--- src/rtl/seq_pkg.sv ---
// Shared definitions for the sequence game core: FSM state encoding,
// tile index width and default playback timing.
// Ports: none (package).
package seq_pkg;

    // Tile index width, matching the LFSR output.
    localparam int NUM_W = 4;

    // Default game length and playback timing (50 MHz core clock).
    localparam int DEF_MAX_LEN    = 32;
    localparam int DEF_ON_CYCLES  = 25_000_000;
    localparam int DEF_OFF_CYCLES = 12_500_000;

    // FSM state encoding.
    localparam logic [2:0] ST_IDLE     = 3'd0;
    localparam logic [2:0] ST_APPEND   = 3'd1;
    localparam logic [2:0] ST_SHOW_OFF = 3'd2;
    localparam logic [2:0] ST_SHOW_ON  = 3'd3;
    localparam logic [2:0] ST_INPUT    = 3'd4;

    typedef enum logic [2:0] {
        IDLE     = ST_IDLE,
        APPEND   = ST_APPEND,
        SHOW_OFF = ST_SHOW_OFF,
        SHOW_ON  = ST_SHOW_ON,
        INPUT    = ST_INPUT
    } state_t;

endpackage

--- src/rtl/sequence_ram.sv ---
// Storage for the generated tile sequence, DEPTH entries of WIDTH bits.
// Ports: clock; we_i/waddr_i/wdata_i synchronous write; raddr_i -> rdata_o
//        combinational read (out-of-range address reads as 0). No reset.
module sequence_ram #(
    parameter int DEPTH = 32,
    parameter int WIDTH = 4,
    parameter int AW    = (DEPTH > 1) ? $clog2(DEPTH) : 1
) (
    input  logic             clock,
    input  logic             we_i,
    input  logic [AW-1:0]    waddr_i,
    input  logic [WIDTH-1:0] wdata_i,
    input  logic [AW-1:0]    raddr_i,
    output logic [WIDTH-1:0] rdata_o
);

    logic [WIDTH-1:0] mem_q [DEPTH];

    always_ff @(posedge clock) begin
        if (we_i) begin
            mem_q[waddr_i] <= wdata_i;
        end
    end

    // The engine parks idx at len after the last playback tile, which can
    // equal DEPTH; that read is never used, but keep it well defined.
    assign rdata_o = (int'(raddr_i) < DEPTH) ? mem_q[raddr_i] : '0;

endmodule

--- src/rtl/sequence_engine.sv ---
// Memory-game core: grows a random tile sequence one tile per round, replays
// it as timed on/off pulses, then checks the player's presses in order.
// Ports: clock, reset (async active-low), start; rnd_num/rnd_get to LFSR;
//        press_valid/press_tile from keypad; show_valid/show_tile to display;
//        await_input, round_ok, fail, win, level to score logic.
module sequence_engine
    import seq_pkg::*;
#(
    parameter int MAX_LEN    = DEF_MAX_LEN,
    parameter int NUM_W      = seq_pkg::NUM_W,
    parameter int ON_CYCLES  = DEF_ON_CYCLES,
    parameter int OFF_CYCLES = DEF_OFF_CYCLES
) (
    input  logic                         clock,
    input  logic                         reset,
    input  logic                         start,
    input  logic [NUM_W-1:0]             rnd_num,
    output logic                         rnd_get,
    input  logic                         press_valid,
    input  logic [NUM_W-1:0]             press_tile,
    output logic                         show_valid,
    output logic [NUM_W-1:0]             show_tile,
    output logic                         await_input,
    output logic                         round_ok,
    output logic                         fail,
    output logic                         win,
    output logic [$clog2(MAX_LEN+1)-1:0] level
);

    localparam int LEN_W   = $clog2(MAX_LEN + 1);
    localparam int AW      = $clog2(MAX_LEN);
    localparam int MAX_CYC = (ON_CYCLES > OFF_CYCLES) ? ON_CYCLES : OFF_CYCLES;
    localparam int TIMER_W = (MAX_CYC > 1) ? $clog2(MAX_CYC) : 1;

    localparam logic [TIMER_W-1:0] ON_LAST  = TIMER_W'(ON_CYCLES - 1);
    localparam logic [TIMER_W-1:0] OFF_LAST = TIMER_W'(OFF_CYCLES - 1);
    localparam logic [LEN_W-1:0]   LEN_MAX  = LEN_W'(MAX_LEN);

    state_t             state_q, state_d;
    logic [LEN_W-1:0]   len_q, len_d;
    logic [LEN_W-1:0]   idx_q, idx_d;
    logic [TIMER_W-1:0] timer_q, timer_d;

    logic               rnd_get_q, show_valid_q, await_q;
    logic               round_ok_q, round_ok_d;
    logic               fail_q, fail_d;
    logic               win_q, win_d;

    logic               mem_we;
    logic [NUM_W-1:0]   mem_tile;

    sequence_ram #(
        .DEPTH (MAX_LEN),
        .WIDTH (NUM_W),
        .AW    (AW)
    ) u_ram (
        .clock   (clock),
        .we_i    (mem_we),
        .waddr_i (len_q[AW-1:0]),
        .wdata_i (rnd_num),
        .raddr_i (idx_q[AW-1:0]),
        .rdata_o (mem_tile)
    );

    always_comb begin
        state_d    = state_q;
        len_d      = len_q;
        idx_d      = idx_q;
        timer_d    = timer_q;
        mem_we     = 1'b0;
        round_ok_d = 1'b0;
        fail_d     = 1'b0;
        win_d      = 1'b0;

        if (start) begin
            // New game overrides whatever is in flight, including a press.
            state_d = APPEND;
            len_d   = '0;
            idx_d   = '0;
            timer_d = '0;
        end else begin
            unique case (state_q)
                IDLE: ;
                APPEND: begin
                    mem_we  = 1'b1;
                    len_d   = len_q + LEN_W'(1);
                    idx_d   = '0;
                    timer_d = '0;
                    state_d = SHOW_OFF;
                end
                SHOW_OFF: begin
                    if (timer_q == OFF_LAST) begin
                        timer_d = '0;
                        // idx reaches len only after the final tile's gap.
                        if (idx_q == len_q) begin
                            idx_d   = '0;
                            state_d = INPUT;
                        end else begin
                            state_d = SHOW_ON;
                        end
                    end else begin
                        timer_d = timer_q + TIMER_W'(1);
                    end
                end
                SHOW_ON: begin
                    if (timer_q == ON_LAST) begin
                        timer_d = '0;
                        idx_d   = idx_q + LEN_W'(1);
                        state_d = SHOW_OFF;
                    end else begin
                        timer_d = timer_q + TIMER_W'(1);
                    end
                end
                INPUT: begin
                    if (press_valid) begin
                        if (press_tile != mem_tile) begin
                            fail_d  = 1'b1;
                            state_d = IDLE;
                        end else if (idx_q != len_q - LEN_W'(1)) begin
                            idx_d = idx_q + LEN_W'(1);
                        end else begin
                            round_ok_d = 1'b1;
                            if (len_q == LEN_MAX) begin
                                win_d   = 1'b1;
                                state_d = IDLE;
                            end else begin
                                state_d = APPEND;
                            end
                        end
                    end
                end
                default: state_d = IDLE;
            endcase
        end
    end

    // State-indicating outputs are registered from the next state so they
    // line up exactly with the cycles spent in that state.
    always_ff @(posedge clock or negedge reset) begin
        if (!reset) begin
            state_q      <= IDLE;
            len_q        <= '0;
            idx_q        <= '0;
            timer_q      <= '0;
            rnd_get_q    <= 1'b0;
            show_valid_q <= 1'b0;
            await_q      <= 1'b0;
            round_ok_q   <= 1'b0;
            fail_q       <= 1'b0;
            win_q        <= 1'b0;
        end else begin
            state_q      <= state_d;
            len_q        <= len_d;
            idx_q        <= idx_d;
            timer_q      <= timer_d;
            rnd_get_q    <= (state_d == APPEND);
            show_valid_q <= (state_d == SHOW_ON);
            await_q      <= (state_d == INPUT);
            round_ok_q   <= round_ok_d;
            fail_q       <= fail_d;
            win_q        <= win_d;
        end
    end

    assign rnd_get     = rnd_get_q;
    assign show_valid  = show_valid_q;
    assign show_tile   = show_valid_q ? mem_tile : '0;
    assign await_input = await_q;
    assign round_ok    = round_ok_q;
    assign fail        = fail_q;
    assign win         = win_q;
    assign level       = len_q;

endmodule

--- config.mk ---
export PLATFORM = sky130hd
export DESIGN_NAME = sequence_engine
export DESIGN_NICKNAME = d
export VERILOG_FILES = /design/src/rtl/seq_pkg.sv /design/src/rtl/sequence_ram.sv /design/src/rtl/sequence_engine.sv
export SDC_FILE = /design/constraint.sdc
export NUM_CORES = 1
export LEC_CHECK = 0
export ABC_AREA = 1
export BUFFER_PORTS_ARGS = -buffer_cell sky130_fd_sc_hd__buf_4
export CORE_MARGIN = 10
export CORE_UTILIZATION = 50
export CTS_BUF_LIST = sky130_fd_sc_hd__clkbuf_8
export DETAILED_ROUTE_END_ITERATION = 16
export PLACE_DENSITY = 0.69
export SLEW_MARGIN = 20
export SYNTH_ARGS = -nofsm -noshare
export SYNTH_HDL_FRONTEND = slang
export SYNTH_HIERARCHICAL = 1
export SYNTH_SLANG_ARGS = --single-unit
--- constraint.sdc ---
create_clock -name clock -period 5.8 [get_ports clock]
set_input_delay 1.16 -clock clock [delete_from_list [all_inputs] [get_ports clock]]
set_output_delay 1.16 -clock clock [all_outputs]
set_load 0.05 [all_outputs]
Word level (Yosys, flattened, before mapping)
Memories as Yosys holds them, arrays and structs flattened.
Index checks and enable logic that the tools add are counted.
{"block": "word_totals", "ramBits": 128, "n_memories": 1, "reg_bits": 46}
{"name": "u_ram.mem_q", "words": 32, "width": 4, "read_ports": 1, "rd_clocked_by_memory_dff": 0, "write_ports": 1, "line_no": "sequence_ram.sv:17", "source": "logic [WIDTH-1:0] mem_q [DEPTH];"}
{"block": "op_classes", "n_eq_ne": 19, "n_reduce_logical": 5, "add_sub_neg": 4, "n_mux": 43}
{"operator": "$mux W25", "n": 3}
{"operator": "$pmux W25 S3", "n": 1}
{"operator": "$mux W6", "n": 9}
{"operator": "$add A25 B1 Y25 const B", "n": 1}
{"operator": "$eq A25 B24 Y1 const B", "n": 1}
{"operator": "$eq A25 B25 Y1 const B", "n": 1}
{"operator": "$pmux W6 S4", "n": 1}
{"operator": "$mux W3", "n": 7}
{"operator": "$mux W1", "n": 20}
{"operator": "$ne A3 B3 Y1 const B", "n": 6}
{"operator": "$pmux W3 S5", "n": 1}
{"operator": "$add A6 B1 Y6 const B", "n": 2}
{"operator": "$eq A3 B2 Y1 const B", "n": 3}
{"operator": "$reduce_and A7 Y1", "n": 1}
{"operator": "$eq A3 B1 Y1 const B", "n": 2}
{"operator": "$eq A3 B3 Y1 const B", "n": 2}
{"operator": "$eq A6 B6 Y1", "n": 1}
{"operator": "$eq A6 B6 Y1 const B", "n": 1}
{"operator": "$ne A6 B6 Y1", "n": 1}
{"operator": "$sub A6 B1 Y6 const B", "n": 1}
{"operator": "$reduce_bool A5 Y1", "n": 1}
{"operator": "$mux W4", "n": 1}
{"operator": "$ne A4 B4 Y1", "n": 1}
{"operator": "$reduce_bool A4 Y1", "n": 1}
{"operator": "2 further kinds", "n": 2}

Logic depth before layout (Yosys ltp)
{"block": "depth", "depth_word": 8, "ltp_mapped": 18, "ltp_nobuf": 17}

Modules after synthesis
Netlist, hierarchy kept.
{"mod": "sequence_ram", "area_each_um2": 5416.4, "seq_area_each_um2": 3843.7, "instances": 1, "cells_per_inst": 482}
{"mod": "sequence_engine", "area_each_um2": 3239.4, "seq_area_each_um2": 1151.1, "instances": 1, "cells_per_inst": 465}

Least setup slack after synthesis
OpenSTA, ideal clock, no wires.
{"block": "synth_timing", "kind": "register -> output", "start": "reg idx_q[0]", "end": "out show_tile[1]", "path_stages_with_launch": 13, "setup_slack_ns": 3.045, "n_path_buf": 1, "arrival_time_ns": 1.595, "path_cell_list": "dfrtp_1 inv_2 buf_2 nand2_1 nand3_1 nand3_1 nand2_1 nand2_1 nand2_1 nand2_1 nand2_1 nand2_1 inv_1"}
{"block": "synth_between", "elab_chain_len": 2}
{"item": "start: declaration", "line_no": "sequence_engine.sv:41", "source": "logic [LEN_W-1:0] idx_q, idx_d;"}
{"item": "start signal: assignment", "line_no": "sequence_engine.sv:154", "source": "idx_q <= idx_d;"}
{"item": "$mem_v2 Z32 W4"}
{"item": "via mem_tile[1]", "line_no": "sequence_engine.sv:50", "source": "logic [NUM_W-1:0] mem_tile;"}
{"item": "$mux W4", "line_no": "sequence_engine.sv:167", "source": "assign show_tile = show_valid_q ? mem_tile : '0;"}
{"item": "end: declaration", "line_no": "sequence_engine.sv:22", "source": "output logic [NUM_W-1:0] show_tile,"}
The timed path passes the listed nets, and every way through them passes these cells.

Worst setup path after layout
{"block": "layout_timing", "start": "reg idx_q[1]", "end": "out show_tile[2]"}
The elaborated chain is that of the path after synthesis.

==> results_dict.tcl <==
set metrics [dict create \
    endpoint_kind "output pin" \
    synth_top_cell_by_area "edfxtp_1" \
    crit_path_start_kind "register" \
    power_density_mw_per_mm2 259.3 \
    via_per_inst 5.513 \
    fin_crit_sh_pct 69.29 \
    drv_slew 0 \
    yosysSeqAreaShare_pct 57.70 \
    synth_nets 964 \
    setup-tns-final_ns 0 \
    clockRootBuffer "clkbuf_8" \
    layout.nets 983 \
    rsz0062_at_grt "false" \
    clock_latency_ns 0.46 \
    wl_met1_mm 9.145 \
    netlist_area_mm2 0.008656 \
    dieArea_mm2 0.02298 \
    wl_met3_mm 1.179 \
    crit_start "idx_q[1]$_DFFE_PN0P_" \
    arrival_ns 2.86 \
    drv_cap 0 \
    setup_ws_ns 1.781 \
    grt_use_total_pct 18.51 \
    pin_count 28 \
    rows 48 \
    core_mm2 0.01712 \
    antenna_found_initial 0 \
    dr_total_vias 6632 \
    final_cell_mix "nand2_1 (292), nand3_1 (140), edfxtp_1 (128), nor2_1 (82), inv_1 (68)" \
    die_h_um 151.6 \
    cts_buffers 17 \
    cts_hold_repair.buffers 0 \
    worst-path-buf-inv 3 \
    critical_path_class "register to output pin" \
    r2r-start "idx_q[1]$_DFFE_PN0P_" \
    min_from "timer_q[1]$_DFFE_PN0P_" \
    dr.pass1.iters 4 \
    wl_met2_mm 9.861 \
    start_util_pct 50.57 \
    clkTransAtPathRegs_ns 0.08 \
    syn_inst 947 \
    min_path_type "register to register" \
    path_max_fanout 32 \
    skew_ns 0.009962 \
    hold_viol_final 0 \
    syn_area_per_cell_um2 9.140 \
    synth_edf_count 128 \
    grt_pass1_vias 6434 \
    slowest_stage "dfrtp_1" \
    cts.path.max_buffers 2 \
    status "finished clean" \
    yosys.cell_types.count 44 \
    cts.sinks 174 \
    grt_pass1_wl_mm 33.24 \
    synth_top_area_share_pct 44.41 \
    grt_overflow 0 \
    postCtsSetupBuffers 0 \
    yosys_most_used_dff "edfxtp_1" \
    synth_seq_cells 174 \
    critPathMaxStageDelay_ns 0.88 \
    routed.top_layer "met4" \
    final_common_cell "nand2_1" \
    netlist_top_cells_area "edfxtp_1 (44%), dfrtp_1 (13%), nand2_1 (13%), nand3_1 (8.1%), nor2_1 (3.6%)" \
    die_w_um 151.6 \
    cts_max_level 4 \
    max_freq_ghz 0.2488 \
    cp_cell_sequence "inv_2 > nand3_1 > nand3_1 > nand2_1 > nand2_1 > nand2_1 > nand2_1 > nand2_1 > nand2_1 > inv_1 > buf_4" \
    setup_viol 0 \
    relSlewSlack_pct 41.02 \
    drc 0 \
    leakage_uw 0.003722 \
    cp.required_ns 4.64 \
    place_congestion 0.9140 \
    port_buffers 27 \
    cts_tree "yes" \
    irDropWorstVdd_uv 118.8 \
    drt-total-wl_mm 20.63 \
    cpLargestDelayFamily "flip-flops" \
    drt-initial-drc-count 607 \
    grt_max_degree 71 \
    ant_nets 0 \
    n_fill_cell 1557 \
    worstMarginPinSlew_ns 0.8848 \
    antennaDiodeCount 0 \
    postSynth.asyncResetShare_pct 26.44 \
    yosys_warnings 6 \
    drive_gt1_share_pct 10.22 \
    period_minus_slack_ns 4.019 \
    area_delta_synth_final_pct 8.066 \
    ctsResizeCount 0 \
    dp_hpwl_mm 13.53 \
    post-place-ws_ns 2.324 \
    drt-wirelength-per-cell_um 17.15 \
    cpMostUsedCell "nand2_1" \
]
==> cell families (layout without fill, tap and decap cells) <==
family	Yosys count	in the layout	synth area share, %
xor gates and xnor gates	21	21	2.125
adders and majority gates	5	5	0.7228
buffers and inverters	108	139	5.984
and+or+nand+nor	594	594	30.50
AOI/OAI and AO/OA	45	45	2.963
DFF	174	174	57.70
==> power by group <==
group	internal [µW]	leakage [µW]	switching [µW]
Combinational	52.3	0.00173	145
Sequential	1340	0.00178	7.85
Clock	460	0.000207	417
==> area by class of cell <==
class | instances | area (µm²) | area share, %
clock buffers | 17 | 234.0 | 2.501
clock inverters | 14 | 176.4 | 1.886
inverters | 77 | 290.3 | 3.103
multi-input cells | 665 | 3143 | 33.60
flip-flops and latches | 174 | 4996 | 53.41
well taps | 225 | 281.5 | 3.010
repair buffers | 31 | 232.7 | 2.488
==> worst min-delay path: stages, from the launching register on <==
cell and delay (ns):
dfrtp_1 0.39, nand2_1 0.06, nand2_1 0.05
==> worst paths after layout <==
check	endpoint	slack, ns	depth (start not counted)
worst max-delay path	show_tile[2]	1.78	11
worst min-delay path	timer_q[1]$_DFFE_PN0P_	0.53	2
worst max register to register	idx_q[3]$_DFFE_PN0P_	2.46	15
worst min register to register	timer_q[1]$_DFFE_PN0P_	0.53	2
max in group asynchronous	idx_q[0]$_DFFE_PN0P_	4.67	1
min in group asynchronous	fail$_DFF_PN0_	0.70	1
==> through the flow <==
step | hold slack (ns) | util [%] | instance area (µm²) | total power [µW] | std cells
2_1_floorplan | 0.4752 | - | 8656 | 1515 | 947
3_3_place_gp | 0.5007 | 52.24 | 8942 | 1575 | 1172
3_5_place_dp | 0.5061 | 52.24 | 8942 | 1577 | 1172
4_1_cts | 0.5295 | 54.64 | 9353 | 2444 | 1203
5_1_grt | 0.5447 | 54.65 | 9354 | 2517 | 1203
6_report | 0.5319 | 54.65 | 9354 | 2426 | 1203
==> registers in the layout (all words and copies together), names as in the netlist <==
signal	count
state_q	3
round_ok	1
idx_q	6
u_ram/mem_q	128
win	1
show_valid	1
timer_q	25
rnd_get	1
fail	1
await_input	1
level	6
==> per-layer routing <==
metal	up-vias	GRT usage (%)
met2	230	30.38
li1	3214	-
met5	-	0
met4	0	7.150
met1	3152	23.75
met3	36	3.623
==> Yosys cell counts (all sizes together), types with 2 or more instances <==
cell type,instances
or2,2
dfrtp,46
nand4,20
ha,5
a21oi,16
inv,77
clkbuf,6
nor2,90
xor2,20
edfxtp,128
nand2,304
o22ai,4
o21ai,20
a211oi,2
nor3,25
nor4,8
nand3,142
buf,25
No activity file was read; power rests on OpenSTA's default activity.
